`config.mk`:
```
export PLATFORM = sky130hd
export DESIGN_NAME = id_ex_stage_reg
export DESIGN_NICKNAME = d
export VERILOG_FILES = /design/src/rtl/id_ex_stage_reg.sv
export SDC_FILE = /design/constraint.sdc
export NUM_CORES = 1
export LEC_CHECK = 0
export BUFFER_PORTS_ARGS = -buffer_cell sky130_fd_sc_hd__buf_2
export CORE_MARGIN = 3
export CORE_UTILIZATION = 30
export CTS_CLUSTER_DIAMETER = 150
export CTS_CLUSTER_SIZE = 24
export DETAILED_ROUTE_END_ITERATION = 12
export GPL_TIMING_DRIVEN = 0
export SKIP_CTS_REPAIR_TIMING = 1
export SYNTH_ARGS = -nofsm -noshare
export SYNTH_HDL_FRONTEND = slang
export SYNTH_SLANG_ARGS = --single-unit
```
`constraint.sdc`:
```
create_clock -name clk -period 5.25 [get_ports clk]
set_input_delay 1.05 -clock clk [delete_from_list [all_inputs] [get_ports clk]]
set_output_delay 1.05 -clock clk [all_outputs]
set_load 0.02 [all_outputs]
```
`src/rtl/id_ex_stage_reg.sv`:
```
// ID/EX pipeline register with load-use hazard detection for the 5-stage
// RV32I core.
//
// Each clk edge it captures the decoder's control bundle and operands and
// presents them to EX one cycle later. The update priority is: reset, then
// flush (bubble), then ex_hold (freeze), then load-use stall (bubble), then
// a normal load.
//
// Ports:
//   clk, rst_n             rising-edge clock, synchronous active-low reset
//   id_valid, id_ctrl      ID valid flag and 11-bit control bundle
//   id_pc, id_rs1_data,
//   id_rs2_data, id_imm    datapath operands
//   id_rs1/rs2/rd, id_funct register indices and {funct7[5], funct3}
//   flush                  branch/jump redirect from EX/MEM
//   ex_hold                downstream stall; the register freezes
//   hazard_stall           combinational load-use stall to PC and IF/ID
//   ex_*                   registered copies presented to EX
//   bubble_cnt             saturating count of inserted bubbles
//
// Optional feature: define ID_EX_BUBBLE_CNT_EN to build the bubble counter.
// Without it, bubble_cnt is tied to 0.
//
// ctrl bit order (MSB..LSB): isBranch, MemRead, MemtoReg, ALUOp[1:0],
// MemWrite, ALUSrc, RegWrite, Jump, WBSrc[1:0].
module id_ex_stage_reg #(
  parameter int XLEN   = 32,
  parameter int CTRL_W = 11,
  parameter int CNT_W  = 32
) (
  input  logic              clk,
  input  logic              rst_n,
  input  logic              id_valid,
  input  logic [CTRL_W-1:0] id_ctrl,
  input  logic [XLEN-1:0]   id_pc,
  input  logic [XLEN-1:0]   id_rs1_data,
  input  logic [XLEN-1:0]   id_rs2_data,
  input  logic [XLEN-1:0]   id_imm,
  input  logic [4:0]        id_rs1,
  input  logic [4:0]        id_rs2,
  input  logic [4:0]        id_rd,
  input  logic [3:0]        id_funct,
  input  logic              flush,
  input  logic              ex_hold,
  output logic              hazard_stall,
  output logic              ex_valid,
  output logic [CTRL_W-1:0] ex_ctrl,
  output logic [XLEN-1:0]   ex_pc,
  output logic [XLEN-1:0]   ex_rs1_data,
  output logic [XLEN-1:0]   ex_rs2_data,
  output logic [XLEN-1:0]   ex_imm,
  output logic [4:0]        ex_rs1,
  output logic [4:0]        ex_rs2,
  output logic [4:0]        ex_rd,
  output logic [3:0]        ex_funct,
  output logic [CNT_W-1:0]  bubble_cnt
);

  // MemRead sits just below isBranch.
  localparam int MEMREAD_BIT = CTRL_W - 2;

  logic ld_use;
  logic bubble_ld;

  // A load in EX whose rd feeds the ID instruction needs one bubble. x0 never
  // carries a real value, so it is excluded.
  assign ld_use = id_valid & ex_valid & ex_ctrl[MEMREAD_BIT] & (ex_rd != 5'd0) &
                  ((ex_rd == id_rs1) | (ex_rd == id_rs2));

  // Flush squashes the ID instruction, so no stall is needed. Under a hold
  // the register freezes anyway, so no stall is needed there either.
  assign hazard_stall = ld_use & ~flush & ~ex_hold;

  // Bubble load: flush wins over hold; the stall is already masked by hold.
  assign bubble_ld = flush | hazard_stall;

  always_ff @(posedge clk) begin
    if (!rst_n || bubble_ld) begin
      ex_valid    <= 1'b0;
      ex_ctrl     <= '0;
      ex_pc       <= '0;
      ex_rs1_data <= '0;
      ex_rs2_data <= '0;
      ex_imm      <= '0;
      ex_rs1      <= '0;
      ex_rs2      <= '0;
      ex_rd       <= '0;
      ex_funct    <= '0;
    end else if (!ex_hold) begin
      ex_valid    <= id_valid;
      // An invalid slot must not carry side-effecting control.
      ex_ctrl     <= id_valid ? id_ctrl : '0;
      ex_pc       <= id_pc;
      ex_rs1_data <= id_rs1_data;
      ex_rs2_data <= id_rs2_data;
      ex_imm      <= id_imm;
      ex_rs1      <= id_rs1;
      ex_rs2      <= id_rs2;
      ex_rd       <= id_rd;
      ex_funct    <= id_funct;
    end
  end

`ifdef ID_EX_BUBBLE_CNT_EN
  logic [CNT_W-1:0] cnt_q;

  always_ff @(posedge clk) begin
    if (!rst_n)
      cnt_q <= '0;
    else if (bubble_ld && (cnt_q != {CNT_W{1'b1}}))
      cnt_q <= cnt_q + 1'b1;
  end

  assign bubble_cnt = cnt_q;
`else
  assign bubble_cnt = '0;
`endif

endmodule

```
# Yosys cells after proc, flatten, opt, wreduce, memory -nomap -nowiden
# Cells that the tools add are included.
[word_totals]
ff_bits = 159
inputBits = 163
output_inout_bits = 192
elab_cells = 26
[classes]
eq_ne = 2
n_mux = 1
bitwise_logic = 10
n_reduce_logical = 3
[ops]
columns = ["operator", "count"]
rows = [
  ["11-bit 2-to-1 mux", 1],
  ["5-bit == test", 2],
  ["1-bit bitwise AND", 6],
  ["5-bit nonzero test", 1],
  ["1-bit NOT", 2],
  ["1-bit bitwise OR", 2],
  ["1-bit logical NOT", 1],
  ["1-bit logical OR", 1],
]

# Depth between registers and ports, before layout
# Gate-level depths: netlist of run 1.
[depth]
depth_word = 8
ltp_mapped = 7
depth_no_buf = 4

# Least setup slack after synthesis of run 1
# OpenSTA, ideal clock, no wires.
[synth_path]
kind = "input port to output port"
from = "input ex_hold"
to = "output hazard_stall"
arrival_ns = 2.374
required_time_ns = 4.200
slack_ns = 1.826
cell_stages = 7
n_path_buf = 3
path_cell_list = "buf_2 > nor2b_1 > nand3_1 > nor3_2 > buf_6 > buf_6 > and2_1"
[synth_between]
elab_chain_cells = 2
[synth_rtl]
columns = ["element", "line", "source"]
rows = [
  ["start, declared", "44", "input logic ex_hold,"],
  ["1-bit NOT", "72", "assign hazard_stall = ld_use & ~flush & ~ex_hold;"],
  ["1-bit bitwise AND", "72", ""],
  ["end, declared", "45", "output logic hazard_stall,"],
]
# Every way passes these cells.

# Worst setup path in the final report of run 1
[layout_path]
from = "input id_rs1[4]"
to = "output hazard_stall"
[layout_between]
elab_chain_cells = 5
[layout_rtl]
columns = ["element", "line", "source"]
rows = [
  ["start, declared", "39", "input logic [4:0] id_rs1,"],
  ["5-bit == test", "68", "((ex_rd == id_rs1) | (ex_rd == id_rs2));"],
  ["1-bit bitwise OR", "68", ""],
  ["1-bit bitwise AND", "67", "assign ld_use = id_valid & ex_valid & ex_ctrl[MEMREAD_BIT] & (ex_rd != 5'd0) &"],
  ["1-bit bitwise AND (2 in series)", "72", ""],
]
# Every way passes these cells.

==> results.md, run 1 <==
* Vias in the first global route at 6,129
* Switch share at a little over a quarter
* Drt pass-1 iters at 4
* Largest net degree at the start of global routing at 17
* Worst-path clk slew at ~0.06 ns
* Worst path cell trace: buf_2 -> xnor2_1 -> nand3_1 -> o22ai_2 -> clkbuf_1 -> buf_2 -> and2_1 -> buf_2
* Root buffer cell: clkbuf_16
* Fraction of registers with async set/reset at 0%
* Seq/Total Area, Yosys at approximately 44%
* Post-layout min period at 4.35 ns
* Sequential fraction of design power at 44.4%
* RSZ-0062 raised after global routing: false
* WP data required at 4.20 ns
* Post-synth EDFFs at 0
* Clock share of power at 41.0%
* Clk_lat worst skew at 0.42 ns
* Max transition margin at 43.4%
* Fin nets at approximately 1,100
* Worst min path class: reg -> reg
* Fin Hold WS at around 0.53 ns
* Crit Path Category: in -> out
* Clock tree buffer depth at 2
* Clk sinks at 159
* HP Start: ex_rs2[0]$_SDFFE_PP0N_
* Tot Pwr at approximately 2.9 mW
* Pwr Density at 289 mW/mm2
* CTS Buf Count at 17
* CTS H-tree depth at 4
* Fraction of layout cells with a size suffix above 1 at 51.4%
* Crit-path most repeated cell: buf_2
* Final Cycle Share at around 83%
* Placement Setup Slack at 0.825 ns
* Die area at 0.0259 mm2
* Top cell type by total area after synthesis: dfxtp_1
* Residual DRC count at 0
* Clock skew at 0.00903 ns
* First-pass GRT wire length at approximately 34,000 um
* Vias/cell at 4.59
* TritonCTS clock tree: done
* Slowest stage delay, CP at 0.67 ns
* Synth unique cells at 21
* Area contributors post-synth: dfxtp_1 (44%), mux2i_1 (20%), a211oi_2 (17%)
* IO buf count at 321
* Site row count at 56
* Crit-path slowest cell: clkbuf_1
* P_sw at 0.782 mW
* Final Hold Fails at 0
* DRT Wirelength at 22,000 um
* Starting DRC count in detailed routing at 279
* CP startpoint: id_rs1[4]
* Slew @ Worst Pin at between 0.8 and 0.9 ns
* Number of synthesis warnings at 0
* Reg2Reg Setup Slack at 2.74 ns
* Die Ht at 161 um
* Leakage Power at approximately 4.6 nW
* Max_cap viols at 0
* Final Setup Violations at 0
* Final setup margin at 0.895 ns
* Int Power at just over 2 mW
* Vias at 5,986
* Max frequency at about 0.23 GHz
* Status: finished clean
* DIE WIDTH at between 150 and 200 um
* CP Launch Type: primary input
* Initial antenna violation count at 2
* Area Overhead vs Synth at 37.0%
* Cell area after synthesis at 0.00720 mm2
* FF+latch count, synth at around 160
* Diodes inserted at 0
* Avg WL per Cell at 16.9 um
* Mapped Cells at 603
* Io pins at about 360
* DP HPWL at 16,300 um
* Post-synth top area share at 44.2%
* Worst setup EP type: output pin
* Ys flop type: dfxtp_1
* Critical Path AT at around 3.3 ns
* GRT Total Usage at 16.4%
* ANT nets after route at 0
* Avg Inst Size Synth at 11.9 um2
* VDD IR max at 0.200 mV
* Slew Limit Fails at 0
* Routability cong. at between 0.7 and 0.8
* Setup_tns at 0 ns
* R2R Path Start: ex_rd[4]$_SDFFE_PP0N_
* GR Overflow Total at 0
* Core ar. at 0.0235 mm2
* Worst Path Max Fanout at 10
* Combinational share of power at 14.6%
* Cell with the most instances after synthesis: dfxtp_1
* Synth top cells by count: dfxtp_1 (159), mux2i_1 (147), a211oi_2 (99), a211oi_1 (60), clkbuf_1 (47)
* Initial Utilization at 30.6%
## placed cells by master (no fill, tap or decap)
master	instances
or4_1	1
nor2b_1	1
nand2_1	2
dfxtp_1	159
nand3_1	3
a211oi_2	99
bufinv_16	1
a211oi_1	60
buf_2	334
buf_4	32
nor3_2	1
nor2_1	1
buf_6	11
inv_6	4
clkinv_2	3
clkbuf_16	17
mux2i_1	147
nand2b_1	1
a22oi_1	11
a21oi_1	1
clkinvlp_4	4
clkbuf_1	49
and2_1	1
conb_1	32
xnor2_1	10
o22ai_2	1
## power by group through the flow
stage               clock network, mW  registers (mW)  logic, mW
floorplan                           0            1.34      0.223
global placement                    0            1.29      0.417
detailed placement                  0            1.29      0.418
CTS                              1.21            1.27      0.420
global route                     1.25            1.27      0.449
finish                           1.17            1.27      0.416
## flip-flops by register name (all words and copies together), names as in the netlist
signal and flops:
ex_imm 32, ex_pc 32, ex_rs1_data 32, ex_rs2_data 32, ex_ctrl 11, ex_rd 5
ex_rs1 5, ex_rs2 5, ex_funct 4, ex_valid 1
## cell type report
cell class | instances | area [um2]
Buffer | 103 | 606
Clock buffer | 19 | 433
Clock inverter | 12 | 110
Fill cell | 2389 | 13700
Multi-Input combinational cell | 372 | 3530
Sequential cell | 159 | 3180
Tap cell | 319 | 399
Timing Repair Buffer | 321 | 1610
## final timing paths
kind                                                      to  cells after the start
worst max-delay path                            hazard_stall                      8
worst min-delay path                  ex_rs2[0]$_SDFFE_PP0N_                      2
worst min register to register        ex_rs2[0]$_SDFFE_PP0N_                      2
worst max register to register  ex_rs1_data[19]$_SDFFE_PP0N_                      6
## metrics by stage
| stage | instances | area [um2] | util [%] |
|---|---|---|---|
| finish | 1305 | 9870 | 41.9 |
| CTS | 1305 | 9870 | 41.9 |
| detailed placement | 1274 | 9330 | 39.6 |
| floorplan | 634 | 7320 | - |
| global placement | 1274 | 9330 | 39.6 |
| global route | 1305 | 9870 | 41.9 |
## metal layers
| metal | share of wire, % | GRT usage [%] | vias up |
|---|---|---|---|
| li1 | - | - | 2942 |
| met1 | 42 | 20.0 | 2787 |
| met2 | 48 | 27.2 | 225 |
| met3 | 8.1 | 5.65 | 30 |
| met4 | 2.0 | 5.08 | 2 |
| met5 | 0.055 | 0 | - |
## critical path: cells and delay by family
kind	cells	cell delay, ns
simple gates	2	0.29
compound gates	1	0.41
xor+xnor	1	0.19
buf+inv	4	1.36
## cell families after synthesis
kind of cell / share of synthesized area (%)
AO/OA/AOI/OAI: 24.8
flip-flops: 44.2
multiplexers: 20.4
XOR/XNOR: 1.22
other: 0.0521
AND/OR/NAND/NOR: 0.869
buffers and inverters: 8.41
Note: power is estimated with default switching activity, not from simulation.
==> run 2, diff against run 1 <==
ABC_AREA = 1   (was not set)
clock period = 3.9 ns   (was 5.25 ns; I/O delays follow)
==> run 2 against run 1 <==
  * Combinational power is 16% higher
  * Hold slack got worse by 0.031 ns
  * Sequential power increased by 34%
  * Via count shrank 13%
  * Largest power group unchanged
==> results.md, run 2 <==
* Status: finished clean
* Post-synth top area share at 52.8% (+8.7 points)
* Avg WL per Cell at 14.1 um (-16%)
* Crit-path slowest cell: nor2_2
* Endpoint of the worst-slack reg-to-reg timing path: ex_rs2_data[22]$_SDFFE_PP0N_
* FF+latch count, synth at 159 (unchanged)
* Clock share of power at 42.5% (+1.5 points)
* Tot Pwr at 3.80 mW (+33%)
* Most frequent cells in the layout: buf_2 (341), nor2_1 (174), dfxtp_1 (159)
* Placement Setup Slack at 1.45 ns (+0.622 ns)
* Slowest stage delay, CP at 0.20 ns (-0.47 ns)
* Worst min path class: reg -> reg
* VDD IR max at 0.273 mV (+36%)
* Root buffer cell: clkbuf_16
* Worst setup EP type: output pin
* Residual DRC count at 0 (unchanged)
* Area contributors post-synth: dfxtp_1 (53%), mux2i_1 (23%), nor2_1 (11%)
* Pwr Density at 439 mW/mm2 (+52%)
* Avg Inst Size Synth at 9.86 um2 (-17%)
* Clk sinks at 159 (unchanged)
* Crit Path Category: in -> out
* Vias at 5,181 (-13%)
* Initial antenna violation count at 1 (-1)
* Cell area after synthesis at 0.00602 mm2 (-16%)
* Crit-path most repeated cell: buf_2
* IO buf count at 321 (unchanged)
* Max frequency at 0.412 GHz
* Diodes inserted at 0 (unchanged)
* R2R Path Start: ex_rd[1]$_SDFFE_PP0N_
* # fillers at 2,037 (-15%)
* Fraction of layout cells with a size suffix above 1 at 42.4% (-9.0 points)
* Worst-path clk slew at 0.06 ns (about the same)
* Setup_tns at 0 ns (unchanged)
* Buffers plus inverters on the worst setup path at 3 (-1)
* Starting DRC count in detailed routing at 104 (-63%)
* Area Overhead vs Synth at 43.6%
* Slew Limit Fails at 0 (unchanged)
* Switch share at 26.4% (-1.0 points)
* Die area at 0.0218 mm2 (-16%)
* Reg2Reg Depth at 11 (+5)
* Commonest non-fill, non-tap cell in the layout: buf_2
* Seq/Total Area, Yosys at 52.8% (+8.7 points)
* Max transition margin at 47.3% (+3.9 points)
* Vias/cell at 4.11 (-10%)
* CP Capture Point: hazard_stall
* ANT nets after route at 0 (unchanged)
* TritonCTS clock tree: done
* Leakage Power at 4.72 nW (+3.1%)
* Vias in the first global route at 4,947 (-19%)
* Fin Hold WS at 0.501 ns (-0.0307 ns)
* Crit path max-delay family: simple AND/OR/NAND/NOR gates
* DP HPWL at 14,000 um (-14%)
* Clock tree buffer depth at 2 (unchanged)
* CP Launch Type: primary input
* DRT Wirelength at 17,800 um (-19%)
* WL met1 at 6730 um (-27%)
* Final Setup Violations at 0 (unchanged)
* Worst path cell trace: buf_2 -> nor2_2 -> nand4_1 -> nor2_1 -> nand2_1 -> inv_1 -> buf_2
* Reg2Reg Setup Slack at 2.17 ns (-0.57 ns)
* HP Start: ex_imm[5]$_SDFFE_PP0N_
* Top cell type by total area after synthesis: dfxtp_1
* Max_cap viols at 0 (unchanged)
* Initial Utilization at 30.7% (+0.15 points)
* Clock skew at 0.0183 ns (+0.00927 ns)
* GR Overflow Total at 0 (unchanged)
* WP data required at 3.12 ns (-1.08 ns)
* Critical path depth at 7 (-1)
* Drt pass-1 iters at 4 (unchanged)
* Routability cong. at 0.754 (-4.3%)
* Ys flop type: dfxtp_1
* Site row count at 51 (-8.9%)
* Core ar. at 0.0196 mm2 (-17%)
* Final Cycle Share at 62.2%
* Slew @ Worst Pin at 0.791 ns (-0.0588 ns)
* Fraction of registers with async set/reset at 0% (unchanged)
* Combinational share of power at 12.7% (-1.9 points)
* Final setup margin at 1.47 ns (+0.577 ns)
* Sequential fraction of design power at 44.8% (+0.4 points)
* Die Ht at 148 um (-8.2%)
* Final Hold Fails at 0 (unchanged)
* Post-synth EDFFs at 0 (unchanged)
* GRT Total Usage at 15.6% (-0.81 points)
* CTS Buf Count at 17 (unchanged)
* DR WL met2 at 8820 um (-16%)
* Number of synthesis warnings at 0 (unchanged)
* Met3 routed wirelength at 2010 um (+13%)
* Largest net degree at the start of global routing at 17 (unchanged)
* Synth unique cells at 20 (-4.8%)
* Fin nets at 1,145 (+0.70%)
* Dpl cells at 1,228 (-3.6%)
* Mapped Cells at 611 (+1.3%)
* Non-Filler Instances at 1,260 (-3.4%)
* DIE WIDTH at 148 um (-8.2%)
* Highest metal used: met5
* Io pins at 355 (unchanged)
* Int Power at 2.80 mW (+35%)
* CP startpoint: ex_hold
* Worst Path Max Fanout at 5 (-5)
* Critical Path AT at 1.65 ns (-1.65 ns)
* RSZ-0062 raised after global routing: false
* Clk_lat worst skew at 0.42 ns (about the same)
* Post-layout min period at about 2.4 ns
* P_sw at 1.00 mW (+28%)
* CTS H-tree depth at 4 (unchanged)
* Cell with the most instances after synthesis: nor2_1
* Synth top cells by count: nor2_1 (174), dfxtp_1 (159), mux2i_1 (140), buf_4 (45), nand2_1 (24)
* First-pass GRT wire length at 26,500 um (-22%)
run 2: changes by cell type after synthesis, moves of 13 or more:
cell      previous run  this run
nand2_1              2        24
a211oi_1            60         0
buf_4               32        45
clkbuf_1            47         3
a211oi_2            99         0
nor2_1               1       174
run 2: cell families (layout without fill, tap and decap cells):
logic type | Yosys count | after routing | synth area share, %
buffers and inverters | 85 | 438 | 8.52
DFF | 159 | 159 | 52.8
other | 1 | 32 | 0.0623
AOI/OAI and AO/OA | 19 | 19 | 2.04
muxes | 140 | 140 | 23.3
xor gates and xnor gates | 2 | 2 | 0.291
and+or+nand+nor | 205 | 205 | 13.0
run 2: how the worst min path moves through the flow:
stage / to / slack, ns / cells after the start
finish: ex_imm[5]$_SDFFE_PP0N_ / 0.50 / 2
global route: ex_rs1_data[0]$_SDFFE_PP0N_ / 0.52 / 2
floorplan: ex_imm[10]$_SDFFE_PP0N_ / 0.60 / 2
detailed placement: ex_pc[2]$_SDFFE_PP0N_ / 0.49 / 2
CTS: ex_pc[2]$_SDFFE_PP0N_ / 0.51 / 2
global placement: ex_rs2[3]$_SDFFE_PP0N_ / 0.48 / 2
run 2: metal layers:
layer	GRT usage (%)	vias to the layer above
met1	16.8	2276
met5	0	-
met2	27.7	229
li1	-	2659
met4	3.73	2
met3	7.30	15
run 2: worst min-delay path: stages, from the launching register on:
cell     delay [ns]
dfxtp_1        0.32
mux2i_1        0.06
nor2_1         0.09
run 2: layout make-up:
class / instances / area (um2) / area share [%]
Tap cell: 265 / 332 / 3.83
Clock buffer: 19 / 443 / 5.12
Clock inverter: 13 / 129 / 1.49
Multi-Input combinational cell: 398 / 2440 / 28.3
Timing Repair Buffer: 321 / 1610 / 18.6
Inverter: 16 / 60.1 / 0.694
Sequential cell: 159 / 3180 / 36.8
Buffer: 69 / 453 / 5.24
run 2: metrics by stage:
step                instance area (um2)  utilization [%]
floorplan                          6140                -
global placement                   8080             41.2
detailed placement                 8080             41.2
CTS                                8650             44.2
global route                       8650             44.2
finish                             8650             44.2
run 2: power groups by stage:
| stage | clock network, mW | registers (mW) | logic [mW] |
|---|---|---|---|
| after global routing | 1.74 | 1.71 | 0.529 |
| final | 1.61 | 1.70 | 0.483 |
| after floorplan | 0 | 1.80 | 0.239 |
| after CTS | 1.66 | 1.70 | 0.489 |
| after detailed placement | 0 | 1.74 | 0.488 |
| after global placement | 0 | 1.74 | 0.486 |
